[src/rtl/pipelined_cla_adder.sv]
// rtl/pipelined_cla_adder.sv - pipelined carry-lookahead adder, one GROUP-bit lookahead group per stage (optional ovf via CLA_OVF_EN)
module pipelined_cla_adder #(
    parameter int WIDTH = 16,
    parameter int GROUP = 4
) (
    input  logic             clk,
    input  logic             rst,
    input  logic             in_valid,
    output logic             in_ready,
    input  logic [WIDTH-1:0] a,
    input  logic [WIDTH-1:0] b,
    input  logic             cin,
    output logic             out_valid,
    input  logic             out_ready,
    output logic [WIDTH-1:0] sum,
    output logic             cout
`ifdef CLA_OVF_EN
    ,
    output logic             ovf
`endif
);

    localparam int NSTG = WIDTH / GROUP;
    // Operand delay registers exist between stages only; keep at least one entry so the array is legal.
    localparam int NFWD = (NSTG > 1) ? NSTG - 1 : 1;

    if (GROUP < 1 || GROUP > WIDTH || (WIDTH % GROUP) != 0) begin : g_bad_cfg
        $error("pipelined_cla_adder: WIDTH must be a positive multiple of GROUP");
    end

    logic             adv;
    logic             v_s [NSTG];
    logic             c_s [NSTG];
    logic [WIDTH-1:0] s_s [NSTG];
    logic [WIDTH-1:0] a_s [NFWD];
    logic [WIDTH-1:0] b_s [NFWD];
`ifdef CLA_OVF_EN
    logic             ovf_s;
`endif

    // Global stall: the whole pipe moves only when the output slot is free or being drained.
    assign adv       = !v_s[NSTG-1] || out_ready;
    assign in_ready  = adv;
    assign out_valid = v_s[NSTG-1];
    assign sum       = s_s[NSTG-1];
    assign cout      = c_s[NSTG-1];
`ifdef CLA_OVF_EN
    assign ovf       = ovf_s;
`endif

    for (genvar k = 0; k < NSTG; k++) begin : g_stg
        logic             v_in;
        logic             c_in;
        logic [GROUP-1:0] ag;
        logic [GROUP-1:0] bg;
        logic [WIDTH-1:0] s_in;
        logic [GROUP-1:0] g;
        logic [GROUP-1:0] p;
        logic [GROUP:0]   cy;
        logic [WIDTH-1:0] s_d;
        logic             c_d;
        logic             v_q;
        logic             c_q;
        logic [WIDTH-1:0] s_q;

        if (k == 0) begin : g_first
            assign v_in = in_valid;
            assign c_in = cin;
            assign ag   = a[0 +: GROUP];
            assign bg   = b[0 +: GROUP];
            assign s_in = '0;
        end else begin : g_mid
            assign v_in = v_s[k-1];
            assign c_in = c_s[k-1];
            assign ag   = a_s[k-1][k*GROUP +: GROUP];
            assign bg   = b_s[k-1][k*GROUP +: GROUP];
            assign s_in = s_s[k-1];
        end

        // Lookahead over this group: each carry is the fully expanded sum-of-products of g/p and the group carry-in.
        always_comb begin : p_cla
            logic term;
            logic prod;
            term = 1'b0;
            prod = 1'b1;
            g    = ag & bg;
            p    = ag ^ bg;
            cy   = '0;
            cy[0] = c_in;
            for (int i = 0; i < GROUP; i++) begin
                term = 1'b0;
                prod = 1'b1;
                for (int j = i; j >= 0; j--) begin
                    term = term | (prod & g[j]);
                    prod = prod & p[j];
                end
                cy[i+1] = term | (prod & c_in);
            end
            s_d = s_in;
            s_d[k*GROUP +: GROUP] = p ^ cy[GROUP-1:0];
            c_d = cy[GROUP];
        end

        // Stage register: valid, group carry-out and the sum slices finished so far.
        always_ff @(posedge clk) begin
            if (rst) begin
                v_q <= 1'b0;
                c_q <= 1'b0;
                s_q <= '0;
            end else if (adv) begin
                v_q <= v_in;
                c_q <= c_d;
                s_q <= s_d;
            end
        end

        assign v_s[k] = v_q;
        assign c_s[k] = c_q;
        assign s_s[k] = s_q;

        if (k < NSTG - 1) begin : g_fwd
            logic [WIDTH-1:0] a_src;
            logic [WIDTH-1:0] b_src;
            logic [WIDTH-1:0] a_q;
            logic [WIDTH-1:0] b_q;

            if (k == 0) begin : g_src_in
                assign a_src = a;
                assign b_src = b;
            end else begin : g_src_pipe
                assign a_src = a_s[k-1];
                assign b_src = b_s[k-1];
            end

            // Operand delay registers carry the not-yet-consumed groups alongside the beat.
            always_ff @(posedge clk) begin
                if (rst) begin
                    a_q <= '0;
                    b_q <= '0;
                end else if (adv) begin
                    a_q <= a_src;
                    b_q <= b_src;
                end
            end

            assign a_s[k] = a_q;
            assign b_s[k] = b_q;
        end

`ifdef CLA_OVF_EN
        if (k == NSTG - 1) begin : g_ovf
            logic ovf_d;
            logic ovf_q;

            // The top group holds the sign bits, so overflow is decided in the last stage.
            assign ovf_d = (ag[GROUP-1] == bg[GROUP-1]) && (s_d[WIDTH-1] != ag[GROUP-1]);

            // Overflow flag registered and held exactly like sum.
            always_ff @(posedge clk) begin
                if (rst) begin
                    ovf_q <= 1'b0;
                end else if (adv) begin
                    ovf_q <= ovf_d;
                end
            end

            assign ovf_s = ovf_q;
        end
`endif
    end

endmodule
[config.mk]
export PLATFORM = sky130hd
export DESIGN_NAME = pipelined_cla_adder
export DESIGN_NICKNAME = d
export VERILOG_FILES = /design/src/rtl/pipelined_cla_adder.sv
export SDC_FILE = /design/constraint.sdc
export NUM_CORES = 1
export LEC_CHECK = 0
export ABC_AREA = 1
export CAP_MARGIN = 20
export CORE_ASPECT_RATIO = 0.6
export CORE_MARGIN = 5
export CORE_UTILIZATION = 54
export CTS_CLUSTER_DIAMETER = 60
export DETAILED_ROUTE_END_ITERATION = 8
export PLACE_DENSITY_LB_ADDON = 0.15
export SETUP_SLACK_MARGIN = 0.05
export SKIP_LAST_GASP = 1
export SLEW_MARGIN = 20
export SYNTH_ARGS = -nofsm -noshare
export SYNTH_HDL_FRONTEND = slang
export SYNTH_SLANG_ARGS = --single-unit
[constraint.sdc]
create_clock -name clk -period 1.71 [get_ports clk]
set_clock_uncertainty 0.15 [all_clocks]
set_input_delay 0.4275 -clock clk [delete_from_list [all_inputs] [get_ports clk]]
set_output_delay 0.4275 -clock clk [all_outputs]
set_load 0.01 [all_outputs]
==> impl_metrics.ini <==
[outcome]
status = finished clean

[grt]
grt_pass1_vias = 3138
grt_pass1_wl_um = 13400
antenna_found_initial = 0
gr-total-overflow = 0
grt.total_usage = 0.175
grt_max_degree = 91

[placement]
place_area_mm2 = 0.00465
io_buffers = 55
dp_hpwl_um = 5110
gp_congestion = 0.817

[worst_setup_path]
worstPathArrival_ns = 1.71
crit_slowest_cell = clkdlybuf4s50_1
crit_path_end_kind = flip-flop
critPathBufInv = 2
critPathKind = in2reg
reg2reg_from = g_stg[1].g_fwd.b_q[10]$_SDFFE_PP0P_
cp_data_required_time_ns = 1.77
setup.worst_path.start = b[0]
path_cells = clkdlybuf4s50_1, inv_1, fa_1, xor2_1, a21oi_1
cp_top_family = buffers and inverters
startpoint_type = primary input
regToRegSetupSlack_ns = 0.14
cp_max_fo = 2
max_stage_delay_ns = 0.52

[finish]
final_area_mm2 = 0.00501
fillCellCount = 580
fin_util = 0.695
multiInputGateArea_mm2 = 0.00186
syn2layout_area_growth_pct = 25.8
ff_latch_area_mm2 = 0.00192
nets = 623
antenna_cells = 0
drive_gt1_frac = 0.0771

[clock_network]
cts_inserted_buffers = 9
cts_num_sinks = 96
htreeDepth = 3
cts-root-buf = clkbuf_16
postCtsSetupBuffers = 0
clockBufferDepth = 2
cts_tree = built
clock_latency_ns = 0.34
cts.hold.buffers_added = 0
clk_pin_slew_worst_paths_ns = 0.06

[floorplanning]
io-pin-count = 56
start_util = 0.553
die_h_um = 76.5
rows = 24
die_w_um = 121
core_area_mm2 = 0.00721
die_area_mm2 = 0.00925

[synth]
avgSynthCellArea_um2 = 7.67
synth_edf_count = 0
synthCells = 519
syn_area_mm2 = 0.00398
synth_most_common_cell = nor2_1
synthesis.nets = 576
synthTopCellsByCount = nor2_1 (148), dfxtp_1 (96), o21ai_0 (84)
yosysTopAreaCell = dfxtp_1
synth_seq_area_share = 0.483
ys_types = 20
ys_warn_count = 0
ys_ff_latch = 96
ys_async_sr_fraction = 0
synth_top_area_share = 0.483
synthTopCellsByArea = dfxtp_1 (48%), nor2_1 (14%), o21ai_0 (11%)
synthFlopType = dfxtp_1

[detailed_routing]
wirelength_um = 7920
vias_per_cell = 5.04
drt.antenna.violating_nets = 0
vias = 3335
drc = 0
routedWlPerCell_um = 12.0
drt-pass1-iter-count = 4
drt_iter0_drc = 189

[timing]
maxSlewViolCount = 0
slew_headroom = 0.622
min_period_ns = 1.65
tightestPinTransition_ns = 0.568
rsz0062_at_grt = true
max_freq_mhz = 607
finalSetupViolCount = 0
post-route-period-util = 0.963
hold_viol = 0

[min_path]
min_path_type = reg2reg
min-delay-start = g_stg[2].s_q[1]$_SDFFE_PP0P_

[pwr]
p_per_area_mw_per_mm2 = 978
ir_drop_mv = 0.752
power_leakage_nw = 2.50

[flow_run]
maxCapViolCount = 0
-- report_power, final --
part           switching, mW  total [mW]  internal (mW)  leakage (nW)
registers             0.0790        2.47           2.39         0.791
clock network          0.784        1.88           1.10         0.145
logic                  0.273       0.551          0.278          1.56
-- through the flow --
step / total power, mW / cells / setup TNS [ns] / hold slack, ns / setup slack (ns)
5_1_grt: 5.14 / 662 / 0 / 0.353 / 0.00732
2_1_floorplan: 2.82 / 519 / 0 / 0.291 / 0.107
6_report: 4.90 / 662 / 0 / 0.325 / 0.0624
3_5_place_dp: 3.06 / 646 / -40.17 / 0.318 / -0.515
3_3_place_gp: 3.04 / 646 / -37.53 / 0.306 / -0.475
4_1_cts: 4.93 / 662 / -0.0760 / 0.332 / -0.0760
-- worst reg2reg max path, delay by kind of cell (launching register included) --
kind,cells,cell delay (ns)
adder cells (fa/ha/maj),1,0.23
AND/OR/NAND/NOR,6,0.69
buffers and inverters,1,0.03
flip-flops,1,0.37
-- logic make-up after synthesis --
group | after synthesis | share of synthesized area
compound gates | 117 | 0.150
xor+xnor | 4 | 0.00880
fa+ha+maj | 20 | 0.0704
buf+inv | 69 | 0.0735
flops | 96 | 0.483
simple gates | 213 | 0.215
-- path summary, 6_finish.rpt --
check                                        to  depth (start not counted)
setup / recovery   g_stg[0].s_q[1]$_SDFFE_PP0P_                          5
hold / removal     g_stg[2].s_q[1]$_SDFFE_PP0P_                          2
setup reg to reg  g_stg[2].s_q[11]$_SDFFE_PP0P_                          8
hold reg to reg    g_stg[2].s_q[1]$_SDFFE_PP0P_                          2
-- registers in the layout, indices dropped and copies added (netlist names) --
signal and cells:
g_stg.g_fwd.a_q 24, out_valid 1, cout 1, g_stg.g_fwd.b_q 24, sum 16, g_stg.s_q 24
g_stg.c_q 3, g_stg.v_q 3
-- placed cells by master, fill, tap and decap left out --
| cell type | n |
|---|---|
| a21oi_1 | 18 |
| buf_12 | 5 |
| buf_4 | 4 |
| buf_6 | 2 |
| clkbuf_1 | 1 |
| clkbuf_16 | 9 |
| clkbuf_2 | 1 |
| clkbuf_8 | 3 |
| clkdlybuf4s50_1 | 31 |
| clkinv_2 | 3 |
| dfxtp_1 | 95 |
| dfxtp_2 | 1 |
| dlygate4sd2_1 | 19 |
| dlymetal6s2s_1 | 4 |
| fa_1 | 4 |
| ha_1 | 10 |
| ha_4 | 6 |
| inv_1 | 37 |
| inv_2 | 2 |
| nand2_1 | 33 |
| nand2_2 | 2 |
| nand2_4 | 1 |
| nand3_1 | 16 |
| nand4_1 | 8 |
| nor2_1 | 148 |
| nor2_4 | 1 |
| o21ai_0 | 84 |
| o21ai_1 | 11 |
| o21bai_1 | 4 |
| or2_2 | 3 |
| or2_4 | 1 |
| xor2_1 | 4 |
-- per-layer routing --
layer | vias to the layer above | wire length [um] | track usage
met5 | - | 0 | 0
met4 | 0 | 127 | 0.0656
met3 | 10 | 314 | 0.0512
met2 | 58 | 3810 | 0.296
met1 | 1504 | 3670 | 0.210
li1 | 1763 | - | -
-- cell type report --
class                   count  area share
clock buffers              13      0.0539
clock inverters             3     0.00300
inverters                  39      0.0292
multi-input cells         354       0.371
flip-flops and latches     96       0.384
well taps                  91      0.0227
repair buffers             66       0.137
-- repair_timing --
| item | CTS | global route |
|---|---|---|
| pin swaps | 4 | 4 |
| resized for setup | 25 | 15 |
| cloned | 0 | 0 |
| endpoints found under the setup margin | 111 | 8 |
(Power assumes the default switching activity.)
